**src/rtl/if_id_stage_reg.sv**
```systemverilog
// rtl/if_id_stage_reg.sv - IF/ID pipeline register with stall hold, flush bubble and perf counters
// Captures fetched instruction and PC+PC_INC; Reset > Flush > Stall > Load each cycle.
module if_id_stage_reg #(
   parameter logic [31:0] PC_INC    = 32'd4,
   parameter logic [31:0] NOP_INSTR = 32'h0000_0000,
   parameter int          CNT_W     = 16
) (
   input  logic             Clk,
   input  logic             Reset,
   input  logic [31:0]      PCResult,
   input  logic [31:0]      InstrIn,
   input  logic             Stall,
   input  logic             Flush,
   output logic [31:0]      PCPlus4Out,
   output logic [31:0]      InstrOut,
   output logic             ValidOut,
   output logic             PCHold,
   output logic [CNT_W-1:0] StallCount,
   output logic [CNT_W-1:0] FlushCount
);

   localparam logic [CNT_W-1:0] CNT_MAX = '1;

   // A flush wins over a stall so the PC is free to take the redirect target.
   assign PCHold = Stall & ~Flush & ~Reset;

   always_ff @(posedge Clk) begin
      if (Reset) begin
         PCPlus4Out <= 32'h0;
         InstrOut   <= NOP_INSTR;
         ValidOut   <= 1'b0;
      end else if (Flush) begin
         PCPlus4Out <= 32'h0;
         InstrOut   <= NOP_INSTR;
         ValidOut   <= 1'b0;
      end else if (!Stall) begin
         PCPlus4Out <= PCResult + PC_INC;
         InstrOut   <= InstrIn;
         ValidOut   <= 1'b1;
      end
   end

   always_ff @(posedge Clk) begin
      if (Reset) begin
         StallCount <= '0;
         FlushCount <= '0;
      end else if (Flush) begin
         if (FlushCount != CNT_MAX) FlushCount <= FlushCount + 1'b1;
      end else if (Stall) begin
         if (StallCount != CNT_MAX) StallCount <= StallCount + 1'b1;
      end
   end

endmodule

```
**config.mk**
```make
export PLATFORM = sky130hd
export DESIGN_NAME = if_id_stage_reg
export DESIGN_NICKNAME = d
export VERILOG_FILES = /design/src/rtl/if_id_stage_reg.sv
export SDC_FILE = /design/constraint.sdc
export NUM_CORES = 1
export LEC_CHECK = 0
export ABC_AREA = 1
export BUFFER_PORTS_ARGS = -buffer_cell sky130_fd_sc_hd__clkbuf_2
export CAP_MARGIN = 30
export CELL_PAD_IN_SITES_DETAIL_PLACEMENT = 1
export CELL_PAD_IN_SITES_GLOBAL_PLACEMENT = 1
export CORE_MARGIN = 2
export CORE_UTILIZATION = 35
export CTS_CLUSTER_DIAMETER = 120
export DETAILED_ROUTE_END_ITERATION = 7
export GPL_ROUTABILITY_DRIVEN = 0
export PLACE_DENSITY = 0.9
export SLEW_MARGIN = 20
export SYNTH_ARGS = -nofsm -noshare
export SYNTH_HDL_FRONTEND = slang
export SYNTH_SLANG_ARGS = --single-unit
```
**constraint.sdc**
```tcl
create_clock -name Clk -period 1.75 [get_ports Clk]
set_input_delay 0.2625 -clock Clk [delete_from_list [all_inputs] [get_ports Clk]]
set_output_delay 0.2625 -clock Clk [all_outputs]
set_load 0.01 [all_outputs]
```
==> flow_metrics.py, run 1 <==
metrics = {
    "clock_tree": {
        "clock_path_buffers": 2,
        "cts_htree_levels": 3,
        "insertion_delay_ns": 0.35,
        "hold_buffers": 0,
        "cts.sinks": 97,
        "cts_setup_buffers": 0,
        "root_buffer": "clkbuf_16",
        "tritoncts": "built",
        "cts_buffers": 9,
        "cts.clk_slew.worst_paths_ns": 0.08,
    },
    "detailed_routing": {
        "first_pass_iters": 4,
        "vias_per_cell": 4.90,
        "drt.antenna.violating_nets": 0,
        "drc": 0,
        "wirelength_mm": 16.3,
        "first_iter_violations": 358,
        "wl_per_cell_um": 14.5,
        "vias": 5517,
    },
    "worst_setup_path": {
        "startpoint_type": "flip-flop",
        "crit_required_ns": 2.00,
        "critPathMaxFanout": 16,
        "path_class": "flip-flop to flip-flop",
        "crit_path_end_kind": "flip-flop",
        "crit_arrival_ns": 1.88,
    },
    "logic_synthesis": {
        "synth_top_cell_area_share_pct": 38.3,
        "seq_area_frac_synth_pct": 38.3,
        "yosysUniqueCellTypes": 35,
        "synth-edff-count": 0,
        "synth_seq_cells": 97,
        "async_flop_share_pct": 0,
        "synth-main-ff-cell": "dfxtp_1",
        "syn_area_per_cell_um2": 6.54,
        "synth_cells": 774,
        "synth_nets": 845,
        "ys_warn_count": 0,
        "synth_top_area_cell": "dfxtp_1",
        "netlist_top_cells_area": "dfxtp_1 38%, nand2_1 17%, nor2_1 9.9%",
        "syn_area_um2": 5060,
    },
    "timing": {
        "fmax_ghz": 0.613,
        "setup_viol": 0,
        "rsz0062_at_grt": "no",
        "hold_viol_final": 0,
        "slew_violations": 0,
        "max_slew.worst_pin.slew_ns": 0.430,
        "timing.hold.ws_ns": 0.128,
        "fin_crit_sh_pct": 93.3,
        "fin_crit_ns": 1.63,
        "tns_ns": 0,
        "slew_headroom_pct": 71.3,
        "fin_skew_ns": 0.00563,
        "fin_ws_ns": 0.118,
    },
    "layout": {
        "layout_common_cells": "232 x nand2_1, 165 x clkbuf_2, 133 x nor2_1",
        "final_common_cell": "nand2_1",
        "drive_gt1_share_pct": 24.7,
        "final_cells": 1126,
        "nets": 1012,
        "post-route-util_pct": 45.9,
        "diodes": 0,
        "area_growth_pct": 26.8,
    },
    "pwr": {
        "powerDensity_nw_per_um2": 760,
        "peakVddDrop_uv": 395,
        "power_leakage_uw": 0.00302,
    },
    "run_status": {
        "status": "completed",
    },
    "floorplanning": {
        "dieArea_um2": 15400,
        "core_region_area_um2": 14000,
        "rows": 43,
        "die_h_um": 124,
        "die_x_um": 124,
        "initial_core_util_pct": 36.2,
        "ioPinCount": 166,
    },
    "global_route": {
        "antenna_found_initial": 0,
        "met3_usage_pct": 6.83,
        "grt_pass1_vias": 5503,
        "busiest_layer": "met2",
        "grt_max_degree": 60,
        "grt_use_total_pct": 21.6,
        "grt_util_met1_pct": 26.6,
        "grt_util_met2_pct": 36.6,
        "grt_pass1_wl_mm": 27.3,
        "grt-ovfl-total": 0,
    },
    "placed_design": {
        "place_ws_ns": 0.122,
        "port_buffers": 165,
        "dp_hpwl_mm": 12.7,
        "dp_cells": 1110,
    },
    "run": {
        "cap_violations": 0,
    },
    "worst_hold_path": {
        "hold_class": "input pin to flip-flop",
    },
}
## where the power goes
group,switching [uW],internal (uW)
clock network,969,994
registers,43.8,2270
logic,381,219
total,1390,3490
## metal layers
layer / wire length [um] / share of wire [%]
met1: 7150 / 44
met2: 8020 / 49
met3: 952 / 5.8
met4: 217 / 1.3
met5: 0 / 0
## registers in the layout, summed over array words and instances, names as in the netlist
| signal | count |
|---|---|
| FlushCount | 16 |
| StallCount | 16 |
| InstrOut | 32 |
| PCPlus4Out | 32 |
| ValidOut | 1 |
## worst max-delay path: stages (launching register included)
cell and delay, ns:
dfxtp_1 0.39, ha_1 0.23, nand2_1 0.08, nor2_1 0.13, nand3_2 0.15, nand2_4 0.14
nand2_4 0.14, o21ai_0 0.20, nor2_1 0.05
## kinds of logic after synthesis
logic type / Yosys count / synth area share [%]
flops: 97 / 38.3
xor+xnor: 22 / 3.80
simple gates: 461 / 38.8
fa+ha+maj: 3 / 0.741
buf+inv: 93 / 7.46
compound gates: 98 / 10.9
## final timing paths
kind	startpoint	end	slack [ns]	cells after the start
min	InstrIn[8]	InstrOut[8]$_SDFFE_PP0N_	0.13	3
max	StallCount[1]$_SDFFE_PP0P_	StallCount[1]$_SDFFE_PP0P_	0.12	8
min reg2reg	PCPlus4Out[0]$_SDFFE_PP0N_	PCPlus4Out[0]$_SDFFE_PP0N_	0.46	2
max reg2reg	StallCount[1]$_SDFFE_PP0P_	StallCount[1]$_SDFFE_PP0P_	0.12	8
## Yosys cell counts (3+ instances only)
library cell  count
a21oi_2           4
xor2_1           14
nor2_4            3
nand4_1          12
inv_1            64
nand3_1          55
o21ai_0          25
nand2_4           4
nand2_2           7
a21oi_1          64
clkbuf_1         15
nor2_2            4
dfxtp_1          97
nand2_1         232
xnor2_1           8
buf_2             8
ha_1              3
nor2_1          134
## cell type report
type                       count  area [um2]
fill                        1904        7560
multi-input combinational    584        2750
sequential                    97        1940
timing repair buffer         183         973
inverter                      66         248
clock buffer                   9         225
tap                          180         225
clock inverter                 7        58.8
## timing repair
item | CTS | global route
endpoints found under the setup margin | 0 | 7
resized for setup | 0 | 3
hold endpoints to repair | 0 | 0
## stage by stage
step,instance area (um2),total power [uW]
2_1_floorplan,5060,2700
3_3_place_gp,6130,2950
3_5_place_dp,6130,2970
4_1_cts,6420,4960
5_1_grt,6420,5140
6_report,6420,4880
No activity file was read; power rests on OpenSTA's default activity.
==> inputs of run 2 (changes only) <==
--- a/config.mk
+++ b/config.mk
@@ -16,6 +16,8 @@
 export DETAILED_ROUTE_END_ITERATION = 7
 export GPL_ROUTABILITY_DRIVEN = 0
 export PLACE_DENSITY = 0.9
+export SETUP_SLACK_MARGIN = 0.15
+export SKIP_CTS_REPAIR_TIMING = 1
 export SLEW_MARGIN = 20
 export SYNTH_ARGS = -nofsm -noshare
 export SYNTH_HDL_FRONTEND = slang
==> flow_metrics.py, run 2 (synthesis gave the netlist of run 1 again) <==
metrics = {
    "clock_tree": {
        "root_buffer": "clkbuf_16",
        "cts.sinks": 97,
        "tritoncts": "built",
        "cts_htree_levels": 3,
        "cts_buffers": 9,
        "cts.clk_slew.worst_paths_ns": 0.08,
        "clock_path_buffers": 2,
        "insertion_delay_ns": 0.35,
    },
    "timing": {
        "fin_ws_ns": 0.220,
        "max_slew.worst_pin.slew_ns": 0.429,
        "slew_headroom_pct": 71.4,
        "fmax_ghz": 0.654,
        "fin_skew_ns": 0.00584,
        "hold_viol_final": 0,
        "rsz0062_at_grt": "yes",
        "setup_viol": 0,
        "slew_violations": 0,
        "tns_ns": 0,
        "fin_crit_ns": 1.53,
        "fin_crit_sh_pct": 87.4,
    },
    "detailed_routing": {
        "first_pass_iters": 4,
        "vias": 5538,
        "wl_per_cell_um": 14.7,
        "vias_per_cell": 4.90,
        "drc": 0,
        "drt.antenna.violating_nets": 0,
        "first_iter_violations": 323,
        "wirelength_mm": 16.6,
    },
    "worst_setup_path": {
        "crit_arrival_ns": 1.78,
        "critPathMaxFanout": 16,
        "startpoint_type": "flip-flop",
        "crit_path_end_kind": "flip-flop",
        "path_class": "flip-flop to flip-flop",
        "crit_required_ns": 2.00,
    },
    "run_status": {
        "status": "completed",
    },
    "pwr": {
        "power_leakage_uw": 0.00304,
        "powerDensity_nw_per_um2": 754,
        "peakVddDrop_uv": 395,
        "p_total_uw": 4890,
    },
    "global_route": {
        "grt-ovfl-total": 0,
        "grt_max_degree": 60,
        "antenna_found_initial": 0,
        "grt_use_total_pct": 21.6,
        "grt_pass1_vias": 5503,
        "grt_pass1_wl_mm": 27.3,
    },
    "layout": {
        "drive_gt1_share_pct": 26.0,
        "area_growth_pct": 28.2,
        "reg_top3": "InstrOut x32, PCPlus4Out x32",
        "final_common_cell": "nand2_1",
        "post-route-util_pct": 46.4,
        "layout_common_cells": "232 x nand2_1, 165 x clkbuf_2, 131 x nor2_1",
        "diodes": 0,
        "nets": 1016,
    },
    "floorplanning": {
        "initial_core_util_pct": 36.2,
        "ioPinCount": 166,
        "die_h_um": 124,
        "rows": 43,
        "dieArea_um2": 15400,
        "core_region_area_um2": 14000,
        "die_x_um": 124,
    },
    "placed_design": {
        "dp_hpwl_mm": 12.7,
        "port_buffers": 165,
        "place_ws_ns": 0.122,
    },
    "worst_hold_path": {
        "hold_class": "input pin to flip-flop",
    },
    "run": {
        "cap_violations": 0,
    },
}
[run 2: cell count changes in the layout (fill, tap and decap cells not counted), sizes merged]
| cell | delta |
|---|---|
| buf | +4 |
[run 2: routing by layer]
layer | GRT usage, % | vias to the layer above | routed length [um]
li1 | - | 2778 | -
met1 | 26.6 | 2609 | 7110
met2 | 36.6 | 134 | 8200
met3 | 6.83 | 17 | 1030
met4 | 5.22 | 0 | 243
met5 | 0 | - | 0
[run 2: worst max-delay path, stage by stage, from the launching register on]
cell     delay [ns]
dfxtp_4        0.37
ha_2           0.21
nand2_1        0.07
nor2_1         0.13
nand3_2        0.15
nand2_4        0.17
nand2_8        0.12
a21oi_1        0.15
nor2_1         0.06
[run 2: power breakdown]
part,switching [uW],internal (uW)
sequential,44.2,2270
clock,969,994
combinational,387,228
total,1400,3500
[run 2: stage by stage]
step	area (um2)	hold slack, ns	instances
detailed placement	6130	0.450	1110
floorplan	5060	0.357	774
global route	6490	0.117	1130
CTS	6420	0.115	1126
finish	6490	0.128	1130
global placement	6130	0.443	1110
[run 2: cell type report]
class                           count  area, um2
Clock buffer                        9        225
Clock inverter                      7       58.8
Fill cell                        1906       7490
Inverter                           66        248
Multi-Input combinational cell    584       2780
Sequential cell                    97       1950
Tap cell                          180        225
Timing Repair Buffer              187       1000
[run 2: worst paths after layout]
kind,startpoint,depth (start not counted),slack (ns),endpoint
setup / recovery,StallCount[0]$_SDFFE_PP0P_,8,0.22,StallCount[13]$_SDFFE_PP0P_
setup reg to reg,StallCount[0]$_SDFFE_PP0P_,8,0.22,StallCount[13]$_SDFFE_PP0P_
hold / removal,InstrIn[8],3,0.13,InstrOut[8]$_SDFFE_PP0N_
hold reg to reg,PCPlus4Out[0]$_SDFFE_PP0N_,2,0.46,PCPlus4Out[0]$_SDFFE_PP0N_
==> inputs of run 3 (changes only) <==
--- a/config.mk
+++ b/config.mk
@@ -5,13 +5,13 @@
 export SDC_FILE = /design/constraint.sdc
 export NUM_CORES = 1
 export LEC_CHECK = 0
-export ABC_AREA = 1
+export ABC_AREA = 0
 export BUFFER_PORTS_ARGS = -buffer_cell sky130_fd_sc_hd__clkbuf_2
 export CAP_MARGIN = 30
 export CELL_PAD_IN_SITES_DETAIL_PLACEMENT = 1
 export CELL_PAD_IN_SITES_GLOBAL_PLACEMENT = 1
 export CORE_MARGIN = 2
-export CORE_UTILIZATION = 35
+export CORE_UTILIZATION = 36
 export CTS_CLUSTER_DIAMETER = 120
 export DETAILED_ROUTE_END_ITERATION = 7
 export GPL_ROUTABILITY_DRIVEN = 0
==> constraint.sdc (replaced) <==
create_clock -name Clk -period 1.75 [get_ports Clk]
set_input_delay 0.2625 -clock Clk [delete_from_list [all_inputs] [get_ports Clk]]
set_output_delay 0.2625 -clock Clk [all_outputs]
set_load 0.1 [all_outputs]
==> flow_metrics.py, run 3 <==
metrics = {
    "worst_hold_path": {
        "min_to": "InstrOut[4]$_SDFFE_PP0N_",
        "hold_class": "input pin to flip-flop",
        "whs_path_depth": 3,
        "min_from": "InstrIn[4]",
    },
    "global_route": {
        "antenna_found_initial": 0,
        "grt_max_degree": 50,
        "grt_pass1_wl_mm": 20.6,
        "grt_pass1_vias": 4330,
        "grt_use_total_pct": 19.8,
        "grt-ovfl-total": 0,
    },
    "layout": {
        "final_common_cell": "clkbuf_2",
        "area_growth_pct": 36.0,
        "regArea_um2": 2060,
        "num-fill-cells": 1438,
        "reg_top3": "InstrOut x32, PCPlus4Out x32",
        "drive_gt1_share_pct": 38.2,
        "nets": 723,
        "post-route-util_pct": 49.6,
        "layout_common_cells": "164 x clkbuf_2, 81 x nor2_1, 65 x dfxtp_1",
        "diodes": 0,
        "multiInputGateArea_um2": 2350,
    },
    "pwr": {
        "p_int_uw": 3590,
        "powerDensity_nw_per_um2": 879,
        "clockPowerShare_pct": 38.5,
        "power_frac_seq_pct": 43.6,
        "power_leakage_uw": 0.00259,
        "p_total_uw": 5200,
        "combPwrFrac_pct": 17.8,
        "peakVddDrop_uv": 371,
        "swShare_pct": 31.0,
        "power.net_switching_uw": 1610,
    },
    "clock_tree": {
        "cts_htree_levels": 3,
        "cts.clk_slew.worst_paths_ns": 0.07,
        "cts.sinks": 97,
        "insertion_delay_ns": 0.35,
        "clock_path_buffers": 2,
        "root_buffer": "clkbuf_16",
        "tritoncts": "built",
        "cts_buffers": 9,
    },
    "worst_setup_path": {
        "crit_chain": "nand4_1 > nor4_4 > buf_4 > or3_1 > a21oi_1",
        "crit_path_end_kind": "flip-flop",
        "r2r_cells": 5,
        "critPathMaxFanout": 7,
        "worst_path_max_delay_cell": "nor4_4",
        "path_class": "flip-flop to flip-flop",
        "crit_family": "simple AND/OR/NAND/NOR gates",
        "startpoint_type": "flip-flop",
        "reg2reg_slack_ns": 0.09,
        "crit_arrival_ns": 1.88,
        "reg2reg_from": "StallCount[8]$_SDFFE_PP0P_",
        "slowest_delay_ns": 0.50,
        "crit_required_ns": 1.97,
        "r2r-end": "StallCount[5]$_SDFFE_PP0P_",
        "path_buf_inv": 1,
    },
    "logic_synthesis": {
        "yosysUniqueCellTypes": 40,
        "synth_nets": 554,
        "synth_seq_cells": 97,
        "synth-main-ff-cell": "dfxtp_1",
        "synth_top_area_cell": "dfxtp_1",
        "yosysMostFrequentCell": "dfxtp_1",
        "syn_area_um2": 4350,
        "synth-edff-count": 0,
        "netlist_top_cells_area": "dfxtp_1 45%, mux2i_1 9.4%, nor2_1 7.1%",
        "synth_cells": 483,
        "synth_commonest_cells": "97 x dfxtp_1, 82 x nor2_1, 41 x mux2i_1",
        "synth_top_cell_area_share_pct": 44.7,
        "async_flop_share_pct": 0,
        "seq_area_frac_synth_pct": 44.7,
        "ys_warn_count": 0,
        "syn_area_per_cell_um2": 9.00,
    },
    "floorplanning": {
        "dieArea_um2": 13000,
        "die_h_um": 114,
        "rows": 40,
        "die_x_um": 114,
        "initial_core_util_pct": 36.5,
        "core_region_area_um2": 11900,
        "ioPinCount": 166,
    },
    "placed_design": {
        "port_buffers": 165,
        "place_ws_ns": 0.0701,
        "dp_hpwl_mm": 9.32,
    },
    "timing": {
        "fmax_ghz": 0.602,
        "max_slew.worst_pin.slew_ns": 0.570,
        "fin_crit_ns": 1.66,
        "hold_viol_final": 0,
        "slew_headroom_pct": 62.2,
        "slew_violations": 0,
        "fin_ws_ns": 0.0877,
        "rsz0062_at_grt": "yes",
        "fin_crit_sh_pct": 95.0,
        "fin_skew_ns": 0.00319,
        "setup_viol": 0,
    },
    "detailed_routing": {
        "first_iter_violations": 219,
        "vias": 4180,
        "first_pass_iters": 4,
        "drc": 0,
        "drt.antenna.violating_nets": 0,
        "wl_per_cell_um": 16.2,
        "vias_per_cell": 5.20,
        "wirelength_mm": 13.1,
    },
    "run": {
        "cap_violations": 0,
    },
    "run_status": {
        "status": "completed",
    },
}
==> run 3: changes by cell type in the layout (fill, tap and decap cells not counted), sizes merged, moves of 9 or more <==
cell	change
a21oi	-36
and3	+10
and4	+9
inv	-66
mux2i	+41
nand2	-221
nand3	-35
nand4	+10
nor2	-60
nor3	+9
xnor2	+10
xor2	+17
==> run 3: cell type report <==
cell class | instances | area share (%)
flip-flops and latches | 97 | 34.9
clock buffers | 11 | 4.11
well taps | 147 | 3.11
inverters | 3 | 0.190
clock inverters | 5 | 0.910
multi-input cells | 357 | 39.7
repair buffers | 184 | 17.1
==> run 3: kinds of logic (layout without fill, tap and decap cells) <==
| family | count (synthesis) | in the layout | synth area share, % |
|---|---|---|---|
| mux | 41 | 41 | 9.44 |
| fa+ha+maj | 3 | 3 | 0.864 |
| xor+xnor | 49 | 49 | 9.87 |
| flops | 97 | 97 | 44.7 |
| simple gates | 197 | 197 | 23.4 |
| compound gates | 67 | 67 | 8.89 |
| buf+inv | 29 | 203 | 2.88 |
==> run 3: power by group through the flow <==
| stage | clock network (uW) | registers [uW] | logic (uW) |
|---|---|---|---|
| 3_5_place_dp | 0 | 2320 | 917 |
| 3_3_place_gp | 0 | 2310 | 895 |
| 4_1_cts | 2060 | 2270 | 921 |
| 5_1_grt | 2150 | 2270 | 976 |
| 2_1_floorplan | 0 | 2760 | 240 |
| 6_report | 2000 | 2270 | 927 |
==> run 3: how the worst max path moves through the flow <==
stage	startpoint	endpoint	slack (ns)	cells after the start
CTS	FlushCount[0]$_SDFFE_PP0P_	FlushCount[14]$_SDFFE_PP0P_	0.09	6
floorplan	Flush	PCHold	0.08	5
detailed placement	PCResult[5]	PCPlus4Out[30]$_SDFFE_PP0N_	0.07	6
global route	StallCount[8]$_SDFFE_PP0P_	StallCount[5]$_SDFFE_PP0P_	-0.01	5
finish	StallCount[8]$_SDFFE_PP0P_	StallCount[5]$_SDFFE_PP0P_	0.09	5
global placement	PCResult[5]	PCPlus4Out[25]$_SDFFE_PP0N_	0.15	6
==> run 3: metal layers <==
layer | wire, um | share of wire [%] | vias up | track usage (%)
met5 | 0 | 0 | - | 0
met4 | 233 | 1.8 | 0 | 7.24
met3 | 697 | 5.3 | 19 | 4.20
met2 | 6880 | 53 | 118 | 37.3
met1 | 5240 | 40 | 2007 | 21.7
li1 | - | - | 2036 | -
==> run 3: worst reg2reg max path: cells and delay by family (launching register included) <==
| family | cells | cell delay, ns |
|---|---|---|
| AND/OR/NAND/NOR | 3 | 0.88 |
| flip-flops | 1 | 0.39 |
| AO/OA/AOI/OAI | 1 | 0.06 |
| buffers and inverters | 1 | 0.20 |
==> run 3: metrics by stage <==
stage | instance area [um2] | setup TNS, ns | std cells | hold slack, ns
after floorplan | 4540 | 0 | 483 | 0.406
after global placement | 5500 | 0 | 777 | 0.439
after detailed placement | 5500 | 0 | 777 | 0.445
after CTS | 5800 | 0 | 793 | 0.138
after global routing | 5910 | -0.00975 | 804 | 0.158
final | 5910 | 0 | 804 | 0.147
